===== config.mk =====
export PLATFORM = sky130hd
export DESIGN_NAME = alu_op_sequencer_flat
export DESIGN_NICKNAME = d
export VERILOG_FILES = /design/src/rtl/alu_op_sequencer_pkg.sv /design/src/rtl/alu_op_sequencer_if.sv /design/src/rtl/alu_op_sequencer_cmd_fifo.sv /design/src/rtl/alu_op_sequencer.sv /design/src/flat_wrapper.sv
export SDC_FILE = /design/constraint.sdc
export NUM_CORES = 1
export LEC_CHECK = 0
export CAP_MARGIN = 20
export CORE_MARGIN = 8
export CORE_UTILIZATION = 34
export DETAILED_ROUTE_END_ITERATION = 12
export GPL_ROUTABILITY_DRIVEN = 0
export MAX_ROUTING_LAYER = met4
export PLACE_DENSITY_LB_ADDON = 0.08
export REMOVE_ABC_BUFFERS = 1
export SYNTH_ARGS = -nofsm -noshare
export SYNTH_HDL_FRONTEND = slang
export SYNTH_SLANG_ARGS = --single-unit

===== constraint.sdc =====
create_clock -name clock -period 3.1 [get_ports clock]
set_input_delay 0.62 -clock clock [delete_from_list [all_inputs] [get_ports clock]]
set_output_delay 0.62 -clock clock [all_outputs]
set_load 0.1 [all_outputs]

===== src/rtl/alu_op_sequencer_pkg.sv =====
// alu_op_sequencer shared definitions: ALU op codes, trap result
// constants, the queued command record and the sequencer state encoding.
// No ports; imported by the FIFO, the interface users and the top.
package alu_pkg;

    localparam logic [3:0] ALU_ADD = 4'd0;
    localparam logic [3:0] ALU_SUB = 4'd1;
    localparam logic [3:0] ALU_MUL = 4'd2;
    localparam logic [3:0] ALU_DIV = 4'd3;

    localparam logic [7:0] ALU_ERR_RESULT  = 8'hAC;
    localparam logic [7:0] ALU_DIV0_RESULT = 8'hFF;

    typedef struct packed {
        logic [7:0] a;
        logic [7:0] b;
        logic [3:0] sel;
        logic [3:0] tag;
    } alu_cmd_t;

    typedef enum logic [1:0] {
        S_IDLE    = 2'd0,
        S_ISSUE   = 2'd1,
        S_CAPTURE = 2'd2,
        S_RESP    = 2'd3
    } seq_state_e;

    // True when the select names an operation the ALU implements.
    function automatic logic sel_known(input logic [3:0] sel);
        logic known;
        known = 1'b0;
        case (sel)
            ALU_ADD, ALU_SUB, ALU_MUL, ALU_DIV: known = 1'b1;
            default: known = 1'b0;
        endcase
        return known;
    endfunction

    // Commands that must never reach the ALU.
    function automatic logic is_trap(input alu_cmd_t c);
        return !sel_known(c.sel) || (c.sel == ALU_DIV && c.b == 8'd0);
    endfunction

    // Result reported for a trapped command.
    function automatic logic [7:0] trap_result(input alu_cmd_t c);
        return sel_known(c.sel) ? ALU_DIV0_RESULT : ALU_ERR_RESULT;
    endfunction

endpackage


===== src/rtl/alu_op_sequencer_if.sv =====
// Bundle of the sequencer's command stream, response stream, ALU drive
// and status signals. slave = sequencer side, master = environment side.
interface alu_op_sequencer_if;

    // command stream
    logic       cmd_valid;
    logic       cmd_ready;
    logic [7:0] cmd_a;
    logic [7:0] cmd_b;
    logic [3:0] cmd_sel;
    logic [3:0] cmd_tag;

    // ALU drive and return
    logic [7:0] alu_a;
    logic [7:0] alu_b;
    logic [3:0] alu_sel;
    logic [7:0] alu_out;
    logic       alu_carry;

    // response stream
    logic       rsp_valid;
    logic       rsp_ready;
    logic [7:0] rsp_result;
    logic       rsp_carry;
    logic       rsp_err;
    logic [3:0] rsp_tag;

    // status
    logic        busy;
    logic [15:0] ops_done;

    modport slave (
        input  cmd_valid, cmd_a, cmd_b, cmd_sel, cmd_tag,
        output cmd_ready,
        output alu_a, alu_b, alu_sel,
        input  alu_out, alu_carry,
        output rsp_valid, rsp_result, rsp_carry, rsp_err, rsp_tag,
        input  rsp_ready,
        output busy, ops_done
    );

    modport master (
        output cmd_valid, cmd_a, cmd_b, cmd_sel, cmd_tag,
        input  cmd_ready,
        input  alu_a, alu_b, alu_sel,
        output alu_out, alu_carry,
        input  rsp_valid, rsp_result, rsp_carry, rsp_err, rsp_tag,
        output rsp_ready,
        input  busy, ops_done
    );

endinterface


===== src/rtl/alu_op_sequencer_cmd_fifo.sv =====
// alu_cmd_fifo: synchronous FIFO of alu_cmd_t, DEPTH a power of two.
// Ports: clock, reset (sync, high), push/din, pop/dout, full, empty, count.
module alu_cmd_fifo
    import alu_pkg::*;
#(
    parameter int DEPTH = 4
) (
    input  logic                     clock,
    input  logic                     reset,
    input  logic                     push,
    input  alu_cmd_t                 din,
    input  logic                     pop,
    output alu_cmd_t                 dout,
    output logic                     full,
    output logic                     empty,
    output logic [$clog2(DEPTH):0]   count
);

    localparam int AW = $clog2(DEPTH);
    localparam logic [AW:0] FULL_CNT = (AW + 1)'(DEPTH);

    alu_cmd_t      mem [DEPTH];
    logic [AW-1:0] wr_ptr;
    logic [AW-1:0] rd_ptr;
    logic          do_push;
    logic          do_pop;

    assign full    = (count == FULL_CNT);
    assign empty   = (count == '0);
    assign do_push = push && !full;
    assign do_pop  = pop && !empty;
    assign dout    = mem[rd_ptr];

    // Storage needs no reset; stale entries are unreachable once the
    // pointers and count are cleared.
    always_ff @(posedge clock) begin
        if (do_push && !reset) begin
            mem[wr_ptr] <= din;
        end
    end

    // Pointers wrap naturally since DEPTH is a power of two.
    always_ff @(posedge clock) begin
        if (reset) begin
            wr_ptr <= '0;
            rd_ptr <= '0;
            count  <= '0;
        end else begin
            if (do_push) begin
                wr_ptr <= wr_ptr + 1'b1;
            end
            if (do_pop) begin
                rd_ptr <= rd_ptr + 1'b1;
            end
            case ({do_push, do_pop})
                2'b10:   count <= count + 1'b1;
                2'b01:   count <= count - 1'b1;
                default: count <= count;
            endcase
        end
    end

endmodule


===== src/rtl/alu_op_sequencer.sv =====
// alu_op_sequencer: queues tagged ALU requests, issues one at a time to
// the registered ALU inputs, traps div-by-zero / unknown selects locally
// and returns in-order tagged responses.
// Ports: clock, reset (sync, high), bus (alu_op_sequencer_if.slave:
// cmd stream, ALU drive/return, rsp stream, busy, ops_done).
module alu_op_sequencer
    import alu_pkg::*;
#(
    parameter int DEPTH = 4
) (
    input  logic                clock,
    input  logic                reset,
    alu_op_sequencer_if.slave   bus
);

    localparam int CW = $clog2(DEPTH) + 1;

    alu_cmd_t   cmd_in;
    alu_cmd_t   head;
    logic       full;
    logic       empty;
    logic [CW-1:0] count;
    logic       push;
    logic       pop;

    seq_state_e  state;
    logic [7:0]  alu_a_q;
    logic [7:0]  alu_b_q;
    logic [3:0]  alu_sel_q;
    logic [7:0]  rsp_result_q;
    logic        rsp_carry_q;
    logic        rsp_err_q;
    logic [3:0]  rsp_tag_q;
    logic [15:0] done_cnt;

    assign cmd_in = '{
        a:   bus.cmd_a,
        b:   bus.cmd_b,
        sel: bus.cmd_sel,
        tag: bus.cmd_tag
    };

    assign push = bus.cmd_valid && !full;
    // Popping only from IDLE keeps a single operation in flight.
    assign pop  = (state == S_IDLE) && !empty;

    alu_cmd_fifo #(
        .DEPTH (DEPTH)
    ) u_fifo (
        .clock (clock),
        .reset (reset),
        .push  (push),
        .din   (cmd_in),
        .pop   (pop),
        .dout  (head),
        .full  (full),
        .empty (empty),
        .count (count)
    );

    always_ff @(posedge clock) begin
        if (reset) begin
            state        <= S_IDLE;
            alu_a_q      <= '0;
            alu_b_q      <= '0;
            alu_sel_q    <= '0;
            rsp_result_q <= '0;
            rsp_carry_q  <= 1'b0;
            rsp_err_q    <= 1'b0;
            rsp_tag_q    <= '0;
            done_cnt     <= '0;
        end else begin
            unique case (state)
                S_IDLE: begin
                    if (!empty) begin
                        rsp_tag_q <= head.tag;
                        if (is_trap(head)) begin
                            // ALU drive regs keep their last values.
                            rsp_result_q <= trap_result(head);
                            rsp_carry_q  <= 1'b0;
                            rsp_err_q    <= 1'b1;
                            state        <= S_RESP;
                        end else begin
                            alu_a_q   <= head.a;
                            alu_b_q   <= head.b;
                            alu_sel_q <= head.sel;
                            state     <= S_ISSUE;
                        end
                    end
                end
                // ALU samples its inputs at the end of this cycle.
                S_ISSUE: begin
                    state <= S_CAPTURE;
                end
                S_CAPTURE: begin
                    rsp_result_q <= bus.alu_out;
                    rsp_carry_q  <= bus.alu_carry;
                    rsp_err_q    <= 1'b0;
                    state        <= S_RESP;
                end
                S_RESP: begin
                    if (bus.rsp_ready) begin
                        done_cnt <= done_cnt + 16'd1;
                        state    <= S_IDLE;
                    end
                end
                default: state <= S_IDLE;
            endcase
        end
    end

    assign bus.cmd_ready  = !full;
    assign bus.alu_a      = alu_a_q;
    assign bus.alu_b      = alu_b_q;
    assign bus.alu_sel    = alu_sel_q;
    assign bus.rsp_valid  = (state == S_RESP);
    assign bus.rsp_result = rsp_result_q;
    assign bus.rsp_carry  = rsp_carry_q;
    assign bus.rsp_err    = rsp_err_q;
    assign bus.rsp_tag    = rsp_tag_q;
    assign bus.busy       = (state != S_IDLE) || (count != '0);
    assign bus.ops_done   = done_cnt;

endmodule

===== src/flat_wrapper.sv =====
// flat-port wrapper written by rule: the top's interface ports become plain ports
module alu_op_sequencer_flat import alu_pkg::*;
#(
    parameter int DEPTH = 4
)
  (clock, reset, bus_cmd_valid, bus_cmd_a, bus_cmd_b, bus_cmd_sel, bus_cmd_tag, bus_cmd_ready, bus_alu_a, bus_alu_b, bus_alu_sel, bus_alu_out, bus_alu_carry, bus_rsp_valid, bus_rsp_result, bus_rsp_carry, bus_rsp_err, bus_rsp_tag, bus_rsp_ready, bus_busy, bus_ops_done);
  alu_op_sequencer_if bus_i ();
  input  logic clock;
  input  logic reset;
  input wire logic [$bits(bus_i.cmd_valid)-1:0] bus_cmd_valid;
  input wire logic [$bits(bus_i.cmd_a)-1:0] bus_cmd_a;
  input wire logic [$bits(bus_i.cmd_b)-1:0] bus_cmd_b;
  input wire logic [$bits(bus_i.cmd_sel)-1:0] bus_cmd_sel;
  input wire logic [$bits(bus_i.cmd_tag)-1:0] bus_cmd_tag;
  output wire logic [$bits(bus_i.cmd_ready)-1:0] bus_cmd_ready;
  output wire logic [$bits(bus_i.alu_a)-1:0] bus_alu_a;
  output wire logic [$bits(bus_i.alu_b)-1:0] bus_alu_b;
  output wire logic [$bits(bus_i.alu_sel)-1:0] bus_alu_sel;
  input wire logic [$bits(bus_i.alu_out)-1:0] bus_alu_out;
  input wire logic [$bits(bus_i.alu_carry)-1:0] bus_alu_carry;
  output wire logic [$bits(bus_i.rsp_valid)-1:0] bus_rsp_valid;
  output wire logic [$bits(bus_i.rsp_result)-1:0] bus_rsp_result;
  output wire logic [$bits(bus_i.rsp_carry)-1:0] bus_rsp_carry;
  output wire logic [$bits(bus_i.rsp_err)-1:0] bus_rsp_err;
  output wire logic [$bits(bus_i.rsp_tag)-1:0] bus_rsp_tag;
  input wire logic [$bits(bus_i.rsp_ready)-1:0] bus_rsp_ready;
  output wire logic [$bits(bus_i.busy)-1:0] bus_busy;
  output wire logic [$bits(bus_i.ops_done)-1:0] bus_ops_done;
  assign bus_i.cmd_valid = bus_cmd_valid;
  assign bus_i.cmd_a = bus_cmd_a;
  assign bus_i.cmd_b = bus_cmd_b;
  assign bus_i.cmd_sel = bus_cmd_sel;
  assign bus_i.cmd_tag = bus_cmd_tag;
  assign bus_cmd_ready = bus_i.cmd_ready;
  assign bus_alu_a = bus_i.alu_a;
  assign bus_alu_b = bus_i.alu_b;
  assign bus_alu_sel = bus_i.alu_sel;
  assign bus_i.alu_out = bus_alu_out;
  assign bus_i.alu_carry = bus_alu_carry;
  assign bus_rsp_valid = bus_i.rsp_valid;
  assign bus_rsp_result = bus_i.rsp_result;
  assign bus_rsp_carry = bus_i.rsp_carry;
  assign bus_rsp_err = bus_i.rsp_err;
  assign bus_rsp_tag = bus_i.rsp_tag;
  assign bus_i.rsp_ready = bus_rsp_ready;
  assign bus_busy = bus_i.busy;
  assign bus_ops_done = bus_i.ops_done;
  alu_op_sequencer #(.DEPTH(DEPTH)) u_core (.clock(clock), .reset(reset), .bus(bus_i));
endmodule

# Yosys cells after proc, flatten, opt, wreduce, memory -nomap -nowiden
# Memory sizes are Yosys's and may differ from the RTL's. A register that Yosys moved wholly into a read port is not among the register bits.
# Index checks and enable logic that the tools add are counted.
# Widths: inputs -> output; s select.
# op_classes
addsub	5
eq_ne	12
muxes	27
bitwise	2
n_reduce_logical	26
# ops
operator	n
$add 16x1->16 const B	1
$mux 8	2
$pmux 8 s2	1
$mux 1	14
$mux 2	5
$eq 4x2->1 const B	2
$logic_not 8->1	1
$pmux 2 s4	1
$mux 7	1
$eq 2x2->1 const B	3
$logic_and 1x1->1	6
$pmux 3 s2	1
$reduce_and 2->1	3
$reduce_and 3->1	2
$reduce_bool 2->1	3
$add 2x1->2 const B	2
$eq 2x1->1 const B	2
$eq 4x1->1 const B	1
$logic_not 1->1	4
$logic_not 4->1	1
$ne 2x2->1 const B	2
$pmux 1 s2	2
$reduce_or 4->1	1
$add 3x1->3 const B	1
other kinds (8)	10
# word_totals
ff_bits	59
mem_bits_rw	96
input_bits	37
output_inout_bits	53
n_memories	1
# mem_list
name	words	word_bits	rd	rd_clocked_by_memory_dff	wr	line	source
u_core.u_fifo.mem	4	24	1	1	1	alu_op_sequencer_cmd_fifo.sv:22	alu_cmd_t mem [DEPTH];

# Longest topological paths before layout
# Gate-level depths: netlist of run 1.
# logic_depth
word_depth	16
depth_mapped	10

# Hierarchy
# A second synthesis of run 1 with hierarchy kept.
# hier_totals
cells_unflattened	421
hier_area_um2	6197.2
# modules_own_cells
module	n_inst	cells_per_inst	area_each_um2
alu_cmd_fifo	1	180	3990.1
alu_op_sequencer	1	241	2207.1

# Worst setup path before layout of run 1
# Ideal clock, no wire load.
# synth_path
path_kind	reg-to-reg
startpoint	register u_core.u_fifo.count[0]
endpoint	register u_core.u_fifo.count[2]
setup_time_ps	71
arrival_time_ps	2819
path_slack_ps	211
stages_incl_launch_ff	10
synth_period_minus_slack_ps	2889
path_cell_list	dfxtp_1 > inv_1 > nand3_1 > nand2_1 > ha_1 > inv_1 > fa_1 > xor2_1 > or3_1 > a21oi_1
# synth_between
elab_chain_len	6
word_cells_on_any_way	14
classes_between	add/sub (2); eq/ne (3); mux (1); reduce/logical (8)
# synth_rtl
item	line	source
start: declaration	alu_op_sequencer_cmd_fifo.sv:16	output logic [$clog2(DEPTH):0] count
start signal: assignment	alu_op_sequencer_cmd_fifo.sv:56	2'b10: count <= count + 1'b1;
start signal: assignment	alu_op_sequencer_cmd_fifo.sv:57	2'b01: count <= count - 1'b1;
start signal: assignment	alu_op_sequencer_cmd_fifo.sv:58	default: count <= count;
$eq 3x3->1 *	alu_op_sequencer_cmd_fifo.sv:28	assign full = (count == FULL_CNT);
$logic_not 1->1 *	-	
via bus_cmd_ready	flat_wrapper.sv:15	output wire logic [$bits(bus_i.cmd_ready)-1:0] bus_cmd_ready;
$logic_and 1x1->1	alu_op_sequencer.sv:43	assign push = bus.cmd_valid && !full;
$logic_and 1x1->1 *	alu_op_sequencer_cmd_fifo.sv:30	assign do_push = push && !full;
$eq 2x1->1 or $eq 2x2->1 (tied branches)	alu_op_sequencer_cmd_fifo.sv:55	case ({do_push, do_pop})
$pmux 3 s2 or $reduce_bool 2->1 (tied branches)	-	
# Mark *: on every way through the listed nets, which the timed path passes. The rest lies on a longest branch.
# A chain may end at the register's enable or synchronous reset.

==> impl_metrics.xml, run 1 <==
<?xml version="1.0" encoding="UTF-8"?>
<metrics>
  <group name="clocking">
    <metric name="cts.path.max_buffers" unit="">2</metric>
    <metric name="ctsHtreeMaxLevel" unit="">4</metric>
    <metric name="clk_root_buffer_cell" unit="">clkbuf_16</metric>
    <metric name="tritoncts" unit="">yes</metric>
    <metric name="post_cts.resized_instances" unit="">0</metric>
    <metric name="post_cts_hold_buffer_count" unit="">0</metric>
    <metric name="cts_inserted_buffers" unit="">17</metric>
    <metric name="clk_latency" unit="ns">0.41</metric>
    <metric name="postCtsSetupRepairBufs" unit="">0</metric>
    <metric name="cts.reportedPaths.clkPinSlew" unit="ns">0.06</metric>
    <metric name="cts_num_sinks" unit="">157</metric>
  </group>
  <group name="floorplanning">
    <metric name="core_area" unit="sq um">17800</metric>
    <metric name="rows" unit="">49</metric>
    <metric name="die_width" unit="microns">150</metric>
    <metric name="fp.dieH" unit="microns">150</metric>
    <metric name="dieArea" unit="sq um">22400</metric>
    <metric name="floorplan.initialDensity" unit="%">34.2</metric>
    <metric name="io-pin-count" unit="">90</metric>
  </group>
  <group name="yosys">
    <metric name="synth_seq_area_share" unit="%">67.4</metric>
    <metric name="synth_enable_flop_cells" unit="">96</metric>
    <metric name="syn_avg_cell_area" unit="sq um">14.6</metric>
    <metric name="synth_top_family_by_area" unit="">multiplexers</metric>
    <metric name="yosys.area_share.simple" unit="%">8.18</metric>
    <metric name="netlist.area_leader.share" unit="%">47.4</metric>
    <metric name="ys_seq_elements" unit="">157</metric>
    <metric name="synth_top_flop_cell" unit="">edfxtp_1</metric>
    <metric name="yosys.area.top_type" unit="">edfxtp_1</metric>
    <metric name="post_synth_mux_area_share" unit="%">11.5</metric>
    <metric name="synthesis.area" unit="sq um">6090</metric>
    <metric name="synthTopCellsByArea" unit="">edfxtp_1, dfxtp_1, mux4_2</metric>
    <metric name="synth_adder_area_share" unit="%">2.38</metric>
    <metric name="synth_compound_area_share" unit="%">5.49</metric>
    <metric name="synth.yosys.warnings" unit="">0</metric>
    <metric name="post_synth_inst_count" unit="">416</metric>
    <metric name="yosys.cell_types.count" unit="">44</metric>
    <metric name="async_flop_share" unit="%">0</metric>
    <metric name="post_synth_xor_area_fraction" unit="%">2.59</metric>
  </group>
  <group name="flow_run">
    <metric name="maximum_capacitance_violations" unit="">0</metric>
  </group>
  <group name="detailed_routing">
    <metric name="ant_nets" unit="">0</metric>
    <metric name="count_of_tritonroute_iterations_in_the_first_routing_pass" unit="">4</metric>
    <metric name="detail_route.vias_per_cell" unit="">4.82</metric>
    <metric name="dr_drc_count" unit="">0</metric>
    <metric name="routedWlPerCell" unit="microns">17.9</metric>
    <metric name="detailedRoute.firstIterationViolations" unit="">200</metric>
    <metric name="num_vias" unit="">3667</metric>
    <metric name="routed_wirelength" unit="mm">13.6</metric>
  </group>
  <group name="setup_path">
    <metric name="timing_worst_setup_path_type" unit="">register to register</metric>
    <metric name="critPathCaptureType" unit="">register</metric>
    <metric name="timing.critical_path.arrival" unit="ns">3.07</metric>
    <metric name="path_max_fanout" unit="">13</metric>
    <metric name="endpoint" unit="">u_core.bus.rsp_err</metric>
    <metric name="ff2ff_path_depth" unit="">6</metric>
    <metric name="worst-r2r-setup-slack" unit="ns">0.36</metric>
    <metric name="worstPathRequired" unit="ns">3.43</metric>
    <metric name="timing.critical_path.from_type" unit="">register</metric>
    <metric name="r2r-end" unit="">u_core.bus.rsp_err</metric>
  </group>
  <group name="layout">
    <metric name="diodes" unit="">0</metric>
    <metric name="final_layout_size_suffix_gt1_share" unit="%">24.6</metric>
    <metric name="area.growth.synth_to_final" unit="%">27.3</metric>
    <metric name="multi_input_area" unit="sq um">1850</metric>
    <metric name="nFillCells" unit="">1654</metric>
    <metric name="finish.net_count" unit="">567</metric>
    <metric name="regArea" unit="sq um">4110</metric>
  </group>
  <group name="sta">
    <metric name="hold-worst-slack" unit="ns">0.454</metric>
    <metric name="fin_setup_tns" unit="ns">0</metric>
    <metric name="timing_hold_violations_final" unit="">0</metric>
    <metric name="min_period_over_period" unit="%">88.5</metric>
    <metric name="setup_viol" unit="">0</metric>
    <metric name="worst-slew-pin-transition" unit="ns">1.04</metric>
    <metric name="setup_repair_after_global_routing_missed_its_margin" unit="">no</metric>
    <metric name="slew_headroom" unit="%">30.1</metric>
    <metric name="final_max_slew_viol_count" unit="">0</metric>
    <metric name="achievable-frequency" unit="MHz">364</metric>
    <metric name="min_period" unit="ns">2.74</metric>
    <metric name="skew" unit="ns">0.00486</metric>
  </group>
  <group name="global_routing">
    <metric name="grt_max_degree" unit="">61</metric>
    <metric name="global_route_wire_length_before_repair" unit="mm">21.3</metric>
    <metric name="gr-usage-all-layers" unit="%">12.9</metric>
    <metric name="first_global_vias" unit="">3837</metric>
    <metric name="overflow" unit="">0</metric>
    <metric name="grt_antenna_before_repair" unit="">0</metric>
  </group>
  <group name="power">
    <metric name="total_leakage_power" unit="nW">2.68</metric>
    <metric name="vdd_drop_max" unit="uV">407</metric>
    <metric name="power_density" unit="nW/um^2">882</metric>
  </group>
  <group name="placed_design">
    <metric name="io_buffers" unit="">89</metric>
    <metric name="dp_hpwl" unit="mm">8.87</metric>
  </group>
  <group name="hold_path">
    <metric name="worstHoldPathType" unit="">register to register</metric>
  </group>
  <group name="outcome">
    <metric name="outcome" unit="">finished clean</metric>
  </group>
</metrics>
[worst min-delay path by stage]
stage                                from                    end  cells past startpoint
floorplan                 u_core.state[1]        u_core.state[1]                      2
global placement    u_core.bus.rsp_tag[3]  u_core.bus.rsp_tag[3]                      2
detailed placement  u_core.bus.rsp_tag[0]  u_core.bus.rsp_tag[0]                      2
CTS                 u_core.bus.rsp_tag[0]  u_core.bus.rsp_tag[0]                      2
global route        u_core.bus.rsp_tag[0]  u_core.bus.rsp_tag[0]                      2
finish              u_core.bus.rsp_tag[0]  u_core.bus.rsp_tag[0]                      2
[worst max-delay path, stage by stage (launching register included)]
cell	delay, ns
dfxtp_2	0.61
buf_4	0.21
mux4_2	0.50
nor2b_1	0.19
a31oi_1	0.76
o21ai_1	0.15
a221oi_2	0.23
[state kept, by name (all words and copies together), names as in the netlist, named ones only]
signal / count
u_core.u_fifo.mem: 96
u_core.bus.ops_done: 16
u_core.bus.alu_a: 8
u_core.bus.alu_b: 8
u_core.bus.rsp_result: 8
u_core.bus.alu_sel: 4
u_core.bus.rsp_tag: 4
u_core.u_fifo.count: 3
u_core.state: 2
u_core.u_fifo.rd_ptr: 2
u_core.u_fifo.wr_ptr: 2
u_core.bus.rsp_carry: 1
u_core.bus.rsp_err: 1
[synth_stat cells (all sizes together) (2+ instances only)]
cell type	count
inv	12
ha	10
nor2	43
a21oi	20
nor3	3
o22ai	4
nand2	24
or3	3
nand3	8
nand2b	2
edfxtp	96
clkbuf	9
xnor2	7
dfxtp	61
and2	4
buf	10
nor4	2
nor3b	2
xor2	11
o21ai	13
mux4	23
mux2i	18
nand4	4
o211ai	10
or2	5
[through the flow]
| stage | instances | setup slack [ns] | area [sq um] | total power, mW | util (%) |
|---|---|---|---|---|---|
| final | 761 | 0.356 | 7750 | 6.84 | 43.6 |
| after global routing | 761 | 0.135 | 7750 | 7.13 | 43.6 |
| after CTS | 761 | 0.321 | 7750 | 6.93 | 43.6 |
| after detailed placement | 729 | 0.331 | 7140 | 4.78 | 40.2 |
| after global placement | 729 | 0.366 | 7140 | 4.76 | 40.2 |
| after floorplan | 397 | -0.567 | 5980 | 4.19 | - |
[where the power goes]
part	leakage, nW	internal [mW]	switching [mW]
clock network	0.285	1.33	0.797
registers	1.37	2.44	0.133
logic	1.03	0.636	1.50
total	2.68	4.41	2.43
[layout make-up]
type	count	area share [%]
tap	229	3.70
multi-input combinational	228	23.9
inverter	12	0.581
timing repair buffer	103	11.1
sequential	157	53.0
clock inverter	15	2.29
clock buffer	17	5.49
[cells by family (layout without fill, tap and decap cells)]
| group | count (synthesis) | count (layout) |
|---|---|---|
| simple gates | 104 | 104 |
| buf+inv | 31 | 147 |
| mux | 41 | 41 |
| flops | 157 | 157 |
| xor+xnor | 18 | 18 |
| fa+ha+maj | 11 | 11 |
| compound gates | 54 | 54 |
[metal layers]
metal	vias to the layer above	routed length (microns)	track usage (%)
li1	1748	-	-
met3	15	685	3.45
met1	1809	6460	16.1
met5	-	0	-
met2	95	6300	19.7
met4	0	171	4.80
[cell usage in the layout, fill, tap and decap left out, types with 5 or more instances in the layout]
cell / instances
mux4_2: 23
dfxtp_1: 60
o211ai_1: 10
nor2_1: 43
nand3_1: 8
xnor2_1: 7
xor2_1: 11
edfxtp_1: 96
clkbuf_16: 17
ha_1: 10
o21ai_1: 5
or2_2: 5
mux2i_1: 18
a21oi_1: 20
clkdlybuf4s50_1: 35
buf_4: 67
inv_1: 11
o21ai_0: 8
nand2_1: 24
No activity file was read; power rests on OpenSTA's default activity.
==> inputs of run 2 (changes only) <==
--- a/config.mk
+++ b/config.mk
@@ -10,7 +10,6 @@
 export CORE_UTILIZATION = 34
 export DETAILED_ROUTE_END_ITERATION = 12
 export GPL_ROUTABILITY_DRIVEN = 0
-export MAX_ROUTING_LAYER = met4
 export PLACE_DENSITY_LB_ADDON = 0.08
 export REMOVE_ABC_BUFFERS = 1
 export SYNTH_ARGS = -nofsm -noshare
==> run 2 against run 1 <==
Global-route usage is 0.37 points lower; cell count stayed put; clock-buffer cell count stayed put; maximum frequency is 0.36% higher; worst setup slack better by 0.0099 ns; die area stayed put; critical path depth stayed put; highest routed layer unchanged; non-clock buffer count stayed put; critical path type unchanged; worst hold slack hardly changed; core utilization stayed put.
==> impl_metrics.xml, run 2 (same netlist as run 1, synthesis figures left out) <==
<?xml version="1.0" encoding="UTF-8"?>
<metrics>
  <group name="setup_path">
    <metric name="timing.critical_path.from_type" unit="">register</metric>
    <metric name="critPathCaptureType" unit="">register</metric>
    <metric name="path_max_fanout" unit="">13</metric>
    <metric name="worstPathBufferInverterCount" unit="">1</metric>
    <metric name="path_cells" unit="">buf_4 -&gt; mux4_2 -&gt; nor2b_1 -&gt; a31oi_1 -&gt; o21ai_1 -&gt; a221oi_2</metric>
    <metric name="timing_worst_setup_path_type" unit="">register to register</metric>
    <metric name="timing.critical_path.arrival" unit="ns">3.07</metric>
    <metric name="crit_family" unit="">compound AO/OA/AOI/OAI gates</metric>
    <metric name="worstPathRequired" unit="ns">3.43</metric>
    <metric name="max_stage_delay" unit="ns">0.75</metric>
    <metric name="worst_path_max_delay_cell" unit="">a31oi_1</metric>
  </group>
  <group name="detailed_routing">
    <metric name="ant_nets" unit="">0</metric>
    <metric name="count_of_tritonroute_iterations_in_the_first_routing_pass" unit="">4</metric>
    <metric name="routed_wirelength" unit="mm">13.6</metric>
    <metric name="routedWlPerCell" unit="microns">17.9</metric>
    <metric name="dr_drc_count" unit="">0</metric>
    <metric name="num_vias" unit="">3651</metric>
    <metric name="detailedRoute.firstIterationViolations" unit="">195</metric>
    <metric name="detail_route.vias_per_cell" unit="">4.80</metric>
  </group>
  <group name="clocking">
    <metric name="cts_num_sinks" unit="">157</metric>
    <metric name="postCtsSetupRepairBufs" unit="">0</metric>
    <metric name="ctsHtreeMaxLevel" unit="">4</metric>
    <metric name="cts.reportedPaths.clkPinSlew" unit="ns">0.07</metric>
    <metric name="clk_root_buffer_cell" unit="">clkbuf_16</metric>
    <metric name="post_cts_hold_buffer_count" unit="">0</metric>
    <metric name="tritoncts" unit="">yes</metric>
    <metric name="cts.path.max_buffers" unit="">2</metric>
    <metric name="post_cts.resized_instances" unit="">0</metric>
    <metric name="cts_inserted_buffers" unit="">17</metric>
    <metric name="clk_latency" unit="ns">0.42</metric>
  </group>
  <group name="power">
    <metric name="power_density" unit="nW/um^2">883</metric>
    <metric name="netSwitchingPower" unit="mW">2.43</metric>
    <metric name="comb_power_share" unit="%">31.2</metric>
    <metric name="seq_power_share" unit="%">37.6</metric>
    <metric name="power_frac_clock" unit="%">31.2</metric>
    <metric name="vdd_drop_max" unit="uV">410</metric>
    <metric name="p_int" unit="mW">4.41</metric>
    <metric name="power.share.switching" unit="%">35.6</metric>
    <metric name="total_leakage_power" unit="nW">2.68</metric>
  </group>
  <group name="placed_design">
    <metric name="io_buffers" unit="">89</metric>
    <metric name="dp_hpwl" unit="mm">8.87</metric>
    <metric name="placement.cell_area" unit="sq um">7140</metric>
  </group>
  <group name="sta">
    <metric name="achievable-frequency" unit="MHz">366</metric>
    <metric name="min_period_over_period" unit="%">88.2</metric>
    <metric name="setup_repair_after_global_routing_missed_its_margin" unit="">no</metric>
    <metric name="final_max_slew_viol_count" unit="">0</metric>
    <metric name="setup_viol" unit="">0</metric>
    <metric name="slew_headroom" unit="%">30.6</metric>
    <metric name="min_period" unit="ns">2.73</metric>
    <metric name="skew" unit="ns">0.00854</metric>
    <metric name="timing_hold_violations_final" unit="">0</metric>
    <metric name="worst-slew-pin-transition" unit="ns">1.04</metric>
  </group>
  <group name="layout">
    <metric name="mostFrequentLayoutCell" unit="">edfxtp_1</metric>
    <metric name="final_layout_size_suffix_gt1_share" unit="%">24.6</metric>
    <metric name="regArea" unit="sq um">4110</metric>
    <metric name="post-route-util" unit="%">43.6</metric>
    <metric name="multi_input_area" unit="sq um">1850</metric>
    <metric name="area.growth.synth_to_final" unit="%">27.3</metric>
    <metric name="registers.top_by_ff_count" unit="">u_core.u_fifo.mem</metric>
    <metric name="finish.net_count" unit="">567</metric>
    <metric name="diodes" unit="">0</metric>
    <metric name="largest_reg_flops" unit="">96</metric>
    <metric name="nFillCells" unit="">1654</metric>
    <metric name="final_cell_mix" unit="">edfxtp_1, buf_4, dfxtp_1</metric>
    <metric name="fin_area" unit="sq um">7750</metric>
  </group>
  <group name="hold_path">
    <metric name="worstHoldPathType" unit="">register to register</metric>
    <metric name="hold_path_startpoint" unit="">u_core.bus.rsp_tag[0]</metric>
  </group>
  <group name="floorplanning">
    <metric name="core_area" unit="sq um">17800</metric>
    <metric name="fp.dieH" unit="microns">150</metric>
    <metric name="dieArea" unit="sq um">22400</metric>
    <metric name="floorplan.initialDensity" unit="%">34.2</metric>
    <metric name="rows" unit="">49</metric>
    <metric name="die_width" unit="microns">150</metric>
    <metric name="io-pin-count" unit="">90</metric>
  </group>
  <group name="global_routing">
    <metric name="grt_max_degree" unit="">61</metric>
    <metric name="overflow" unit="">0</metric>
    <metric name="first_global_vias" unit="">3830</metric>
    <metric name="grt_antenna_before_repair" unit="">0</metric>
    <metric name="gr-usage-all-layers" unit="%">12.5</metric>
    <metric name="global_route_wire_length_before_repair" unit="mm">21.3</metric>
  </group>
  <group name="flow_run">
    <metric name="maximum_capacitance_violations" unit="">0</metric>
  </group>
  <group name="outcome">
    <metric name="outcome" unit="">finished clean</metric>
  </group>
</metrics>
[run 2: worst register-to-register path, delay by kind of cell, from the launching register on]
kind / cells / cell delay, ns
AND/OR/NAND/NOR: 1 / 0.19
flip-flops: 1 / 0.61
AO/OA/AOI/OAI: 3 / 1.13
buffers and inverters: 1 / 0.22
multiplexers: 1 / 0.50
[run 2: metrics by stage]
step	power, mW	instances	setup TNS, ns	hold WS (ns)	setup WS, ns
after global placement	4.76	729	0	0.450	0.366
after global routing	7.13	761	0	0.478	0.137
after CTS	6.93	761	0	0.461	0.321
after detailed placement	4.78	729	0	0.453	0.331
final	6.84	761	0	0.454	0.366
after floorplan	4.19	397	-11.10	0.459	-0.567
[run 2: power groups by stage]
stage          Sequential [mW]  Combinational, mW  Clock (mW)
2_1_floorplan             3.29              0.902           0
3_3_place_gp              2.62               2.14           0
3_5_place_dp              2.62               2.16           0
4_1_cts                   2.58               2.16        2.18
5_1_grt                   2.61               2.27        2.26
6_report                  2.58               2.13        2.13
[run 2: path summary, 6_finish.rpt]
path,endpoint,slack [ns],cells after the start
setup / recovery,u_core.bus.rsp_err,0.37,6
hold / removal,u_core.bus.rsp_tag[0],0.45,2
setup reg to reg,u_core.bus.rsp_err,0.37,6
hold reg to reg,u_core.bus.rsp_tag[0],0.45,2
[run 2: final cells by class]
cell class                 count  area share [%]
sequential                   157            53.0
multi-input combinational    228            23.9
timing repair buffer         103            11.1
clock buffer                  17            5.49
tap                          229            3.70
clock inverter                15            2.29
inverter                      12           0.581
[run 2: routing by layer]
layer  vias to the layer above  part of all wire, %  global-route usage [%]  wire length, microns
met5                         -                    0                       0                     0
met4                         0                  1.3                    4.95                   176
met3                        14                  5.8                    3.81                   790
met2                        96                   46                    19.6                  6260
met1                      1794                   47                    15.9                  6380
li1                       1747                    -                       -                     -
==> inputs of run 3 (changes only) <==
==> constraint.sdc (replaced) <==
create_clock -name clock -period 3.1 [get_ports clock]
set_input_delay 0.465 -clock clock [delete_from_list [all_inputs] [get_ports clock]]
set_output_delay 0.465 -clock clock [all_outputs]
set_load 0.1 [all_outputs]
==> run 3 against run 2 <==
Power up 2.1%; clock-buffer cell count is 1 higher; routed wire length is 0.14% lower; cell area increased by 0.63%; highest routed layer unchanged; maximum frequency rose by 3.9%; clock power rose by 7%; cell count is 0.13% higher; largest power group unchanged; clock skew up 0.0017 ns; sequential cell count did not move; register-to-register slack improved by 0.10 ns; first-iteration DRC count rose by 1.0%; die area did not move.
==> impl_metrics.xml, run 3 (same netlist as run 1, synthesis figures left out) <==
<?xml version="1.0" encoding="UTF-8"?>
<metrics>
  <group name="floorplanning">
    <metric name="floorplan.initialDensity" unit="%">34.2</metric>
    <metric name="rows" unit="">49</metric>
    <metric name="die_width" unit="microns">150</metric>
    <metric name="dieArea" unit="sq um">22400</metric>
    <metric name="fp.dieH" unit="microns">150</metric>
    <metric name="core_area" unit="sq um">17800</metric>
    <metric name="io-pin-count" unit="">90</metric>
  </group>
  <group name="global_routing">
    <metric name="first_global_vias" unit="">3857</metric>
    <metric name="grt_antenna_before_repair" unit="">0</metric>
    <metric name="grt_max_degree" unit="">61</metric>
    <metric name="overflow" unit="">0</metric>
    <metric name="gr-usage-all-layers" unit="%">12.7</metric>
    <metric name="global_route_wire_length_before_repair" unit="mm">21.5</metric>
  </group>
  <group name="setup_path">
    <metric name="timing.critical_path.arrival" unit="ns">2.96</metric>
    <metric name="critPathCaptureType" unit="">register</metric>
    <metric name="worstPathRequired" unit="ns">3.43</metric>
    <metric name="timing_worst_setup_path_type" unit="">register to register</metric>
    <metric name="path_max_fanout" unit="">12</metric>
    <metric name="timing.critical_path.from_type" unit="">register</metric>
  </group>
  <group name="layout">
    <metric name="registers.top_by_ff_count" unit="">u_core.u_fifo.mem</metric>
    <metric name="fin_area" unit="sq um">7800</metric>
    <metric name="regArea" unit="sq um">4110</metric>
    <metric name="post-route-util" unit="%">43.8</metric>
    <metric name="mostFrequentLayoutCell" unit="">edfxtp_1</metric>
    <metric name="area.growth.synth_to_final" unit="%">28.1</metric>
    <metric name="final_layout_size_suffix_gt1_share" unit="%">25.1</metric>
    <metric name="final_cell_mix" unit="">edfxtp_1, buf_4, dfxtp_1</metric>
    <metric name="finish.net_count" unit="">568</metric>
    <metric name="largest_reg_flops" unit="">96</metric>
    <metric name="multi_input_area" unit="sq um">1850</metric>
    <metric name="nFillCells" unit="">1636</metric>
    <metric name="diodes" unit="">0</metric>
  </group>
  <group name="sta">
    <metric name="worst-slew-pin-transition" unit="ns">0.730</metric>
    <metric name="skew" unit="ns">0.0102</metric>
    <metric name="achievable-frequency" unit="MHz">380</metric>
    <metric name="setup_repair_after_global_routing_missed_its_margin" unit="">no</metric>
    <metric name="min_period_over_period" unit="%">84.9</metric>
    <metric name="timing_hold_violations_final" unit="">0</metric>
    <metric name="slew_headroom" unit="%">51.3</metric>
    <metric name="min_period" unit="ns">2.63</metric>
    <metric name="final_max_slew_viol_count" unit="">0</metric>
    <metric name="setup_viol" unit="">0</metric>
  </group>
  <group name="clocking">
    <metric name="clk_root_buffer_cell" unit="">clkbuf_16</metric>
    <metric name="cts_inserted_buffers" unit="">17</metric>
    <metric name="clk_latency" unit="ns">0.42</metric>
    <metric name="post_cts_hold_buffer_count" unit="">0</metric>
    <metric name="cts_num_sinks" unit="">157</metric>
    <metric name="tritoncts" unit="">yes</metric>
    <metric name="ctsHtreeMaxLevel" unit="">4</metric>
    <metric name="postCtsSetupRepairBufs" unit="">0</metric>
    <metric name="cts.reportedPaths.clkPinSlew" unit="ns">0.06</metric>
    <metric name="post_cts.resized_instances" unit="">0</metric>
    <metric name="cts.path.max_buffers" unit="">2</metric>
  </group>
  <group name="placed_design">
    <metric name="placement.cell_area" unit="sq um">7140</metric>
    <metric name="dp_hpwl" unit="mm">8.76</metric>
    <metric name="io_buffers" unit="">89</metric>
  </group>
  <group name="detailed_routing">
    <metric name="routed_wirelength" unit="mm">13.6</metric>
    <metric name="ant_nets" unit="">0</metric>
    <metric name="count_of_tritonroute_iterations_in_the_first_routing_pass" unit="">5</metric>
    <metric name="detailedRoute.firstIterationViolations" unit="">197</metric>
    <metric name="num_vias" unit="">3647</metric>
    <metric name="routedWlPerCell" unit="microns">17.8</metric>
    <metric name="dr_drc_count" unit="">0</metric>
    <metric name="detail_route.vias_per_cell" unit="">4.79</metric>
  </group>
  <group name="power">
    <metric name="vdd_drop_max" unit="uV">586</metric>
    <metric name="comb_power_share" unit="%">30.7</metric>
    <metric name="power.share.switching" unit="%">35.3</metric>
    <metric name="power_frac_clock" unit="%">32.5</metric>
    <metric name="p_int" unit="mW">4.52</metric>
    <metric name="power_density" unit="nW/um^2">896</metric>
    <metric name="netSwitchingPower" unit="mW">2.47</metric>
    <metric name="total_leakage_power" unit="nW">2.71</metric>
    <metric name="report.power.total" unit="mW">6.98</metric>
    <metric name="seq_power_share" unit="%">36.9</metric>
  </group>
  <group name="outcome">
    <metric name="outcome" unit="">finished clean</metric>
  </group>
  <group name="flow_run">
    <metric name="maximum_capacitance_violations" unit="">0</metric>
  </group>
  <group name="hold_path">
    <metric name="worstHoldPathType" unit="">register to register</metric>
  </group>
</metrics>
-- run 3: changes by cell type in the layout (fill, tap and decap cells not counted), moves of 2 or more --
cell	change
clkinv_1	-3
inv_6	+3
clkinv_4	+2
clkinvlp_4	-2
-- run 3: worst paths after layout --
kind	startpoint	slack, ns	to	cells after the start
worst min register to register	u_core.bus.rsp_tag[2]	0.46	u_core.bus.rsp_tag[2]	2
worst min-delay path	u_core.bus.rsp_tag[2]	0.46	u_core.bus.rsp_tag[2]	2
worst max register to register	register	0.47	u_core.bus.rsp_err	7
worst max-delay path	register	0.47	u_core.bus.rsp_err	7
-- run 3: final cells by class --
class	instances	share of cell area [%]
clock buffers	18	5.50
well taps	229	3.68
multi-input cells	228	23.7
repair buffers	104	11.1
flip-flops and latches	157	52.7
clock inverters	14	2.76
inverters	12	0.578
-- run 3: layer usage --
layer	global-route usage, %	vias up	share of wire, %
met5	0	-	0
met4	4.50	0	1.3
met3	3.87	14	5.9
met2	20.1	98	46
met1	16.1	1785	46
li1	-	1750	-
-- run 3: metrics by stage --
step	worst slack, ns	cells	setup TNS, ns	hold WS, ns
5_1_grt	0.234	762	0	0.489
4_1_cts	0.272	761	0	0.460
2_1_floorplan	-0.567	397	-11.10	0.459
6_report	0.469	762	0	0.458
3_3_place_gp	0.324	729	0	0.451
3_5_place_dp	0.282	729	0	0.452
-- run 3: critical path, cell delays in order (launching register included) --
cell      delay (ns)
dfxtp_2         0.60
buf_4           0.26
mux4_2          0.56
nor4_4          0.29
a31oi_1         0.21
buf_4           0.22
nand2b_1        0.16
a221oi_2        0.25
-- run 3: power by group through the flow --
stage          Clock (mW)  Sequential, mW  Combinational [mW]
3_5_place_dp            0            2.62                2.16
6_report             2.27            2.57                2.14
2_1_floorplan           0            3.29               0.902
5_1_grt              2.41            2.60                2.30
3_3_place_gp            0            2.62                2.15
4_1_cts              2.32            2.58                2.17
